`src/rtl/ps2_host_tx.sv`:
```
// ============================================================================
// Module   : ps2_host_tx
// Purpose  : PS/2 host-to-device byte transmitter (open-drain via output enables)
// Option   : PS2_TX_RETRY_EN - retry a failed frame once before reporting error
// Revision : 1.0 - initial release
// ============================================================================
`default_nettype none

module ps2_host_tx #(
   parameter int INHIBIT_CYCLES = 5000,
   parameter int TIMEOUT_CYCLES = 750000
) (
   input  logic       clk,
   input  logic       rst,
   input  logic       kClock,
   input  logic       kData,
   input  logic [7:0] data_in,
   input  logic       send,
   output logic       kClock_oe,
   output logic       kData_oe,
   output logic       busy,
   output logic       done,
   output logic       ack_err,
   output logic       timeout
);

   localparam int c_CNT_MAX = (TIMEOUT_CYCLES > INHIBIT_CYCLES) ? TIMEOUT_CYCLES : INHIBIT_CYCLES;
   localparam int c_CNT_W   = $clog2(c_CNT_MAX + 1) + 1;
   localparam logic [c_CNT_W-1:0] c_INH_LAST = c_CNT_W'(INHIBIT_CYCLES - 1);
   localparam logic [c_CNT_W-1:0] c_TO_LAST  = c_CNT_W'(TIMEOUT_CYCLES - 1);

`ifdef PS2_TX_RETRY_EN
   localparam logic c_RETRY_EN = 1'b1;
`else
   localparam logic c_RETRY_EN = 1'b0;
`endif

   typedef enum logic [2:0] {
      S_IDLE     = 3'd0,
      S_INHIBIT  = 3'd1,
      S_START    = 3'd2,
      S_SEND     = 3'd3,
      S_WAIT_REL = 3'd4
   } state_t;

   state_t             r_state;
   logic [c_CNT_W-1:0] r_cnt;
   logic [3:0]         r_bitidx;
   logic [7:0]         r_shift;
   logic               r_parity;
   logic               r_retried;

   logic r_kclk_s1, r_kclk_s2, r_kclk_prev;
   logic r_kdat_s1, r_kdat_s2;

   logic w_fe;
   logic w_released;
   logic w_ack_fail;
   logic w_to_fail;
   logic w_fail;
   logic w_retry;

   always_ff @(posedge clk) begin
      if (rst) begin
         r_kclk_s1   <= 1'b1;
         r_kclk_s2   <= 1'b1;
         r_kclk_prev <= 1'b1;
         r_kdat_s1   <= 1'b1;
         r_kdat_s2   <= 1'b1;
      end else begin
         r_kclk_s1   <= kClock;
         r_kclk_s2   <= r_kclk_s1;
         r_kclk_prev <= r_kclk_s2;
         r_kdat_s1   <= kData;
         r_kdat_s2   <= r_kdat_s1;
      end
   end

   always_comb begin
      w_fe       = r_kclk_prev & ~r_kclk_s2;
      w_released = r_kclk_s2 & r_kdat_s2;
      w_ack_fail = (r_state == S_SEND) && w_fe && (r_bitidx == 4'd10) && r_kdat_s2;
      // The stall counter only matters while the device owns the clock.
      w_to_fail  = (r_cnt == c_TO_LAST) && !w_fe &&
                   ((r_state == S_SEND) || ((r_state == S_WAIT_REL) && !w_released));
      w_fail     = w_ack_fail | w_to_fail;
      w_retry    = c_RETRY_EN & ~r_retried;
   end

   always_ff @(posedge clk) begin
      if (rst) begin
         r_state   <= S_IDLE;
         r_cnt     <= '0;
         r_bitidx  <= '0;
         r_shift   <= '0;
         r_parity  <= 1'b0;
         r_retried <= 1'b0;
         kClock_oe <= 1'b0;
         kData_oe  <= 1'b0;
         busy      <= 1'b0;
         done      <= 1'b0;
         ack_err   <= 1'b0;
         timeout   <= 1'b0;
      end else begin
         done    <= 1'b0;
         ack_err <= 1'b0;
         timeout <= 1'b0;

         case (r_state)
            S_IDLE: begin
               kClock_oe <= 1'b0;
               kData_oe  <= 1'b0;
               busy      <= 1'b0;
               if (send) begin
                  r_shift   <= data_in;
                  r_parity  <= ~^data_in;
                  r_cnt     <= '0;
                  r_retried <= 1'b0;
                  kClock_oe <= 1'b1;
                  busy      <= 1'b1;
                  r_state   <= S_INHIBIT;
               end
            end

            S_INHIBIT: begin
               if (r_cnt == c_INH_LAST) begin
                  r_cnt    <= '0;
                  kData_oe <= 1'b1;
                  r_state  <= S_START;
               end else begin
                  r_cnt <= r_cnt + 1'b1;
               end
            end

            S_START: begin
               kClock_oe <= 1'b0;
               r_bitidx  <= '0;
               r_cnt     <= '0;
               r_state   <= S_SEND;
            end

            S_SEND: begin
               if (w_fe) begin
                  r_cnt    <= '0;
                  r_bitidx <= r_bitidx + 1'b1;
                  if (r_bitidx < 4'd8) begin
                     kData_oe <= ~r_shift[r_bitidx[2:0]];
                  end else if (r_bitidx == 4'd8) begin
                     kData_oe <= ~r_parity;
                  end else if (r_bitidx == 4'd9) begin
                     kData_oe <= 1'b0;
                  end else if (!r_kdat_s2) begin
                     r_state <= S_WAIT_REL;
                  end
               end else begin
                  r_cnt <= r_cnt + 1'b1;
               end
            end

            S_WAIT_REL: begin
               if (w_released) begin
                  done    <= 1'b1;
                  busy    <= 1'b0;
                  r_state <= S_IDLE;
               end else if (w_fe) begin
                  r_cnt <= '0;
               end else begin
                  r_cnt <= r_cnt + 1'b1;
               end
            end

            default: begin
               kClock_oe <= 1'b0;
               kData_oe  <= 1'b0;
               busy      <= 1'b0;
               r_state   <= S_IDLE;
            end
         endcase

         // Failure handling overrides whatever the state branch scheduled.
         if (w_fail) begin
            if (w_retry) begin
               r_retried <= 1'b1;
               r_cnt     <= '0;
               kClock_oe <= 1'b1;
               kData_oe  <= 1'b0;
               r_state   <= S_INHIBIT;
            end else begin
               kClock_oe <= 1'b0;
               kData_oe  <= 1'b0;
               busy      <= 1'b0;
               ack_err   <= w_ack_fail;
               timeout   <= w_to_fail;
               r_state   <= S_IDLE;
            end
         end
      end
   end

endmodule

`default_nettype wire

```
`config.mk`:
```
export PLATFORM = sky130hd
export DESIGN_NAME = ps2_host_tx
export DESIGN_NICKNAME = d
export VERILOG_FILES = /design/src/rtl/ps2_host_tx.sv
export SDC_FILE = /design/constraint.sdc
export NUM_CORES = 1
export LEC_CHECK = 0
export ABC_AREA = 1
export BUFFER_PORTS_ARGS = -buffer_cell sky130_fd_sc_hd__buf_2
export CAP_MARGIN = 0
export CORE_MARGIN = 10
export CORE_UTILIZATION = 46
export DETAILED_ROUTE_END_ITERATION = 8
export GPL_TIMING_DRIVEN = 0
export SLEW_MARGIN = 20
export SYNTH_ARGS = -nofsm -noshare
export SYNTH_HDL_FRONTEND = slang
export SYNTH_SLANG_ARGS = --single-unit
```
`constraint.sdc`:
```
create_clock -name clk -period 4.8 [get_ports clk]
set_input_delay 0.72 -clock clk [delete_from_list [all_inputs] [get_ports clk]]
set_output_delay 0.72 -clock clk [all_outputs]
set_load 0.02 [all_outputs]
```
== Yosys cells after proc, flatten, opt, wreduce, memory -nomap -nowiden ==
Cells that the tools add are included.
Word-level totals
  register bits after elaboration: 48
  bits of input ports: 13
  logic and storage cells: 103
  output and inout bits: 6
Operators by class
  bitwise gates (word level): 10
  equal/unequal tests: 19
  muxes and demuxes: 29
  reduce and logical (&&, ||, !) cells: 25
  add/subtract/negate cells: 2
  magnitude comparators: 2
Operators by type and width (count)
  $pmux W21 S5: 1
  $mux W21: 4
  $mux W3: 8
  $add A21 B1 Y21 const B: 1
  $eq A21 B13 Y1 const B: 1
  $eq A21 B20 Y1 const B: 1
  $ne A2 B2 Y1 const B: 9
  $pmux W3 S5: 1
  $eq A4 B4 Y1 const B: 3
  $mux W1: 9
  $pmux W4 S2: 1
  $reduce_and A8 Y1: 1
  $reduce_or A2 Y1: 4
  $reduce_xnor A8 Y1: 1
  $not A1 Y1: 7
  $eq A3 B2 Y1 const B: 2
  $logic_and A1 B1 Y1: 6
  $pmux W1 S3: 2
  $reduce_and A2 Y1: 3
  $reduce_or A3 Y1: 2
  $reduce_bool A5 Y1: 1
  $add A4 B1 Y4 const B: 1
  $lt A3 B4 Y1 const B: 1
  $lt A4 B4 Y1 const B: 1
  other kinds (14): 16

== Depth between registers and ports, before layout ==
  depth after elaboration: 8
  gate-level depth with buffers: 11
  mapped depth without buffers: 11

== Worst setup path before layout ==
OpenSTA, ideal clock, no wires.
  kind: reg2reg
  from: register r_bitidx[0]
  to: register r_state[0]
  arrival: 1.594 ns
  required time: 4.687 ns
  cell stages (with the launch flop): 10
  path slack: 3.093 ns
  library setup time: 0.113 ns
  path buffers: 1
  clock period less this slack: 1.707 ns
  cell sequence: dfxtp_1 -> clkbuf_1 -> inv_1 -> ha_1 -> o21ai_0 -> nand2_1 -> a21oi_1 -> nand3_1 -> nor2_1 -> nor2_1
Between the ends
  word-level cells in the longest chain between the ends: 5
  elaborated cells on any way between the ends: 12
  those cells by class: order compare (1); eq/ne (6); bitwise (1); reduce/logical (4)
RTL lines
  start: declaration: RTL line 48  | logic [3:0] r_bitidx;
  start signal: assignment: RTL line 145  | r_bitidx <= r_bitidx + 1'b1;
  branches (longest 5 deep; another with $lt A4 B4 Y1)
  end signal: assignment: RTL line 92  | r_state <= S_IDLE;
  end signal: assignment: RTL line 121  | r_state <= S_INHIBIT;
  end signal: assignment: RTL line 129  | r_state <= S_START;
  end: declaration: RTL line 46  | state_t r_state;
Parallel ways; which one is timed is not known.
A chain may end at the register's enable or synchronous reset.

== Worst setup path after layout ==
Same ends and word-level chain as after synthesis.

==> impl_metrics.csv <==
group,metric,value,unit
grt,grt_max_degree,14,
grt,antenna_found_initial,0,
power_and_ir_drop,p_clk_frac,0.229,
clocking,cts_resized,0,
yosys,synth.area.top_cells,"dfxtp_1 37%, nand2_1 12%, nor2_1 9.3%, inv_1 5.6%, nand3_1 5.2%",
power_and_ir_drop,swShare,0.371,
detailed_routing,wire_per_inst,13.4,um
setup_path,critPathMaxStageDelay,0.37,ns
layout,drive_gt1_frac,0.119,
yosys,synth-edff-count,0,
clocking,numCtsBuffers,5,
detailed_routing,first_pass_iters,4,
setup_path,worstSetupPathType,"reg2reg",
timing,finalSetupViolCount,0,
power_and_ir_drop,p_comb_frac,0.309,
job,cap_violations,0,
detailed_routing,route.detailed.drc,0,
floorplan,start_util,0.475,
timing,skew,0.00668,ns
grt,grt.overflow.total,0,
setup_path,critPathLaunchType,"flop",
power_and_ir_drop,intPower,0.000626,W
layout,n_fill_cell,566,
grt,grt_usage,0.155,
yosys,yosys.area.top_type,"dfxtp_1",
timing,relSlewSlack,0.615,
detailed_routing,routed_wirelength,6590,um
setup_path,critPathSlowestCell,"dfxtp_1",
detailed_routing,ant_nets,0,
setup_path,worstPathArrival,2.15,ns
hold_path,whs_endpoint,"r_kclk_s2$_SDFF_PP1_",
timing,fin_crit_sh,0.406,
power_and_ir_drop,ir_worst_vdd,0.181,mV
clocking,postCtsSetupRepairBufs,0,
floorplan,core,5510,sq um
setup_path,crit_chain,"clkbuf_1, inv_1, ha_1, o21ai_0, nand2_1, a21oi_1, nand3_1, nor2_1, nor2_1",
setup_path,crit_family,"buffers and inverters",
floorplan,die-area,9100,sq um
yosys,synth_seq_cells,48,
timing,fmax,513,MHz
power_and_ir_drop,p_leak,1.17,nW
timing,final-max-slew-violation-count,0,
setup_path,end_kind,"flop",
layout,area_growth,9.67,%
place,place_inst,485,
detailed_routing,vias,2502,
clocking,cts_tree,"yes",
hold_path,min_from,"r_kclk_s1$_SDFF_PP1_",
detailed_routing,routed_via_density,5.09,
grt,grt_pass1_wl,11200,um
setup_path,rr_endpoint,"r_state[0]$_SDFFE_PP0P_",
layout,nets,438,
hold_path,hold_class,"reg2reg",
place,hpwl,5060,um
floorplan,io_pins,19,
yosys,synth_cell_types,33,
yosys,synthArstFlopShare,0,
timing,worst_hold_slack,0.413,ns
layout,fin_cells,492,
clocking,root_buffer,"clkbuf_8",
clocking,clock_sinks,48,
hold_path,hold_depth,1,
timing,rsz0062_at_grt,"false",
setup_path,r2r_slack,2.85,ns
yosys,post_synth.cell_area_avg,6.60,sq um
power_and_ir_drop,p_seq_frac,0.462,
place,postPlaceCellArea,2790,sq um
setup_path,crit_fanout,9,
setup_path,critPathBufInv,2,
yosys,syn_area,2610,sq um
yosys,yosys_warnings,0,
yosys,yosysSeqAreaShare,0.368,
grt,grt_pass1_vias,2386,
timing,min_period,1.95,ns
clocking,cts_max_path_buffers,2,
layout,antenna-diode-count,0,
yosys,synth.most_common_cell,"nand2_1",
yosys,ys.flop_type,"dfxtp_1",
clocking,clk_pin_slew,0.08,ns
clocking,clock_latency,0.29,ns
place,routabilityCongestion,0.870,
power_and_ir_drop,power_switching,0.000370,W
status,status,"completed",
setup_path,cp_data_required_time,5.00,ns
place,io_buffer_count,17,
timing,fin_setup_tns,0,ns
clocking,htree_levels,2,
layout,utilization,0.521,
clocking,hold_buffers,0,
yosys,syn_inst,396,
power_and_ir_drop,power.density,347,nW/um^2
yosys,synth_top_area_frac,0.368,
timing,timing_hold_violations_final,0,
setup_path,r2r_cells,9,
floorplan,die_y,95.4,um
setup_path,cp_common_cell,"nor2_1",
yosys,yosys-top-cells-count,"87 x nand2_1, 65 x nor2_1, 48 x dfxtp_1",
floorplan,die_w,95.4,um
setup_path,r2r_start,"r_bitidx[0]$_SDFFE_PP0P_",
detailed_routing,initialDrtViolationCount,110,
layout,design_area,2870,sq um
timing,tightestPinTransition,0.578,ns
floorplan,rows,27,
yosys,synth_nets,414,
-- cells by family after synthesis --
group | after synthesis | synth area share
AOI/OAI and AO/OA | 53 | 0.111
and+or+nand+nor | 226 | 0.387
buffers and inverters | 55 | 0.0804
DFF | 48 | 0.368
adders and majority gates | 5 | 0.0239
xor gates and xnor gates | 9 | 0.0302
-- worst max path at each step --
stage	to	startpoint	slack, ns	depth (start not counted)
floorplan	r_state[0]$_SDFFE_PP0P_	r_bitidx[0]$_SDFFE_PP0P_	3.09	9
global route	r_state[1]$_SDFFE_PP0P_	r_bitidx[0]$_SDFFE_PP0P_	2.57	10
finish	r_state[0]$_SDFFE_PP0P_	r_bitidx[0]$_SDFFE_PP0P_	2.85	9
CTS	r_state[0]$_SDFFE_PP0P_	r_bitidx[0]$_SDFFE_PP0P_	2.84	9
detailed placement	r_state[2]$_SDFFE_PP0P_	rst	2.83	5
global placement	busy$_SDFFE_PP0P_	rst	2.83	5
-- cell type report --
type | count | area, sq um | share of cell area
multi-input cells | 293 | 1440 | 0.503
plain buffers | 9 | 37.5 | 0.0131
flip-flops and latches | 48 | 961 | 0.335
well taps | 72 | 90.1 | 0.0314
inverters | 46 | 173 | 0.0602
clock inverters | 1 | 5.00 | 0.00175
repair buffers | 17 | 85.1 | 0.0297
clock buffers | 6 | 72.6 | 0.0253
-- per-layer routing --
metal  up-vias  part of all wire  global-route usage
li1       1335                 -                   -
met1      1104              0.48               0.195
met2        46              0.46               0.250
met3        17             0.032              0.0306
met4         0             0.031              0.0688
met5         -                 0                   0
-- sequential cells by signal (all words and copies together) (netlist names) --
register     count
r_cnt           21
r_shift          8
r_bitidx         4
r_state          3
ack_err          1
busy             1
done             1
kClock_oe        1
kData_oe         1
r_kclk_prev      1
r_kclk_s1        1
r_kclk_s2        1
r_kdat_s1        1
r_kdat_s2        1
r_parity         1
timeout          1
-- power groups by stage --
stage	clock (W)	sequential, W	combinational, W
CTS	0.000238	0.000461	0.000311
floorplan	0	0.000476	0.000217
detailed placement	0	0.000470	0.000310
finish	0.000228	0.000460	0.000307
global placement	0	0.000470	0.000309
global route	0.000252	0.000465	0.000358
-- through the flow --
stage               total power, W  setup slack, ns
detailed placement        0.000780             2.83
finish                    0.000996             2.85
CTS                        0.00101             2.84
global route               0.00107             2.57
floorplan                 0.000693             3.09
global placement          0.000779             2.83
-- cells in the final DEF, fill, tap and decap left out --
cell and instances:
inv_2 7, o21ai_1 5, clkbuf_8 5, a21oi_2 1
clkinv_2 1, a31oi_1 2, ha_1 5, nand3_2 2
a21oi_1 24, nor2_4 1, nor3_1 14, xor2_1 3
o211ai_1 4, nor2_2 4, clkbuf_1 7, o21bai_1 1
xnor2_1 6, nand4_1 12, nand2_2 2, nand2_1 87
nor4_1 2, nor2_1 65, and3_1 1, nand2_4 1
a211oi_1 1, dfxtp_1 48, or2_2 4, nor3_4 1
nand3_1 27, o21ai_0 14, inv_1 39, a31o_2 1
or2_0 2, buf_2 20, nor3b_1 1
(Power assumes the default switching activity.)
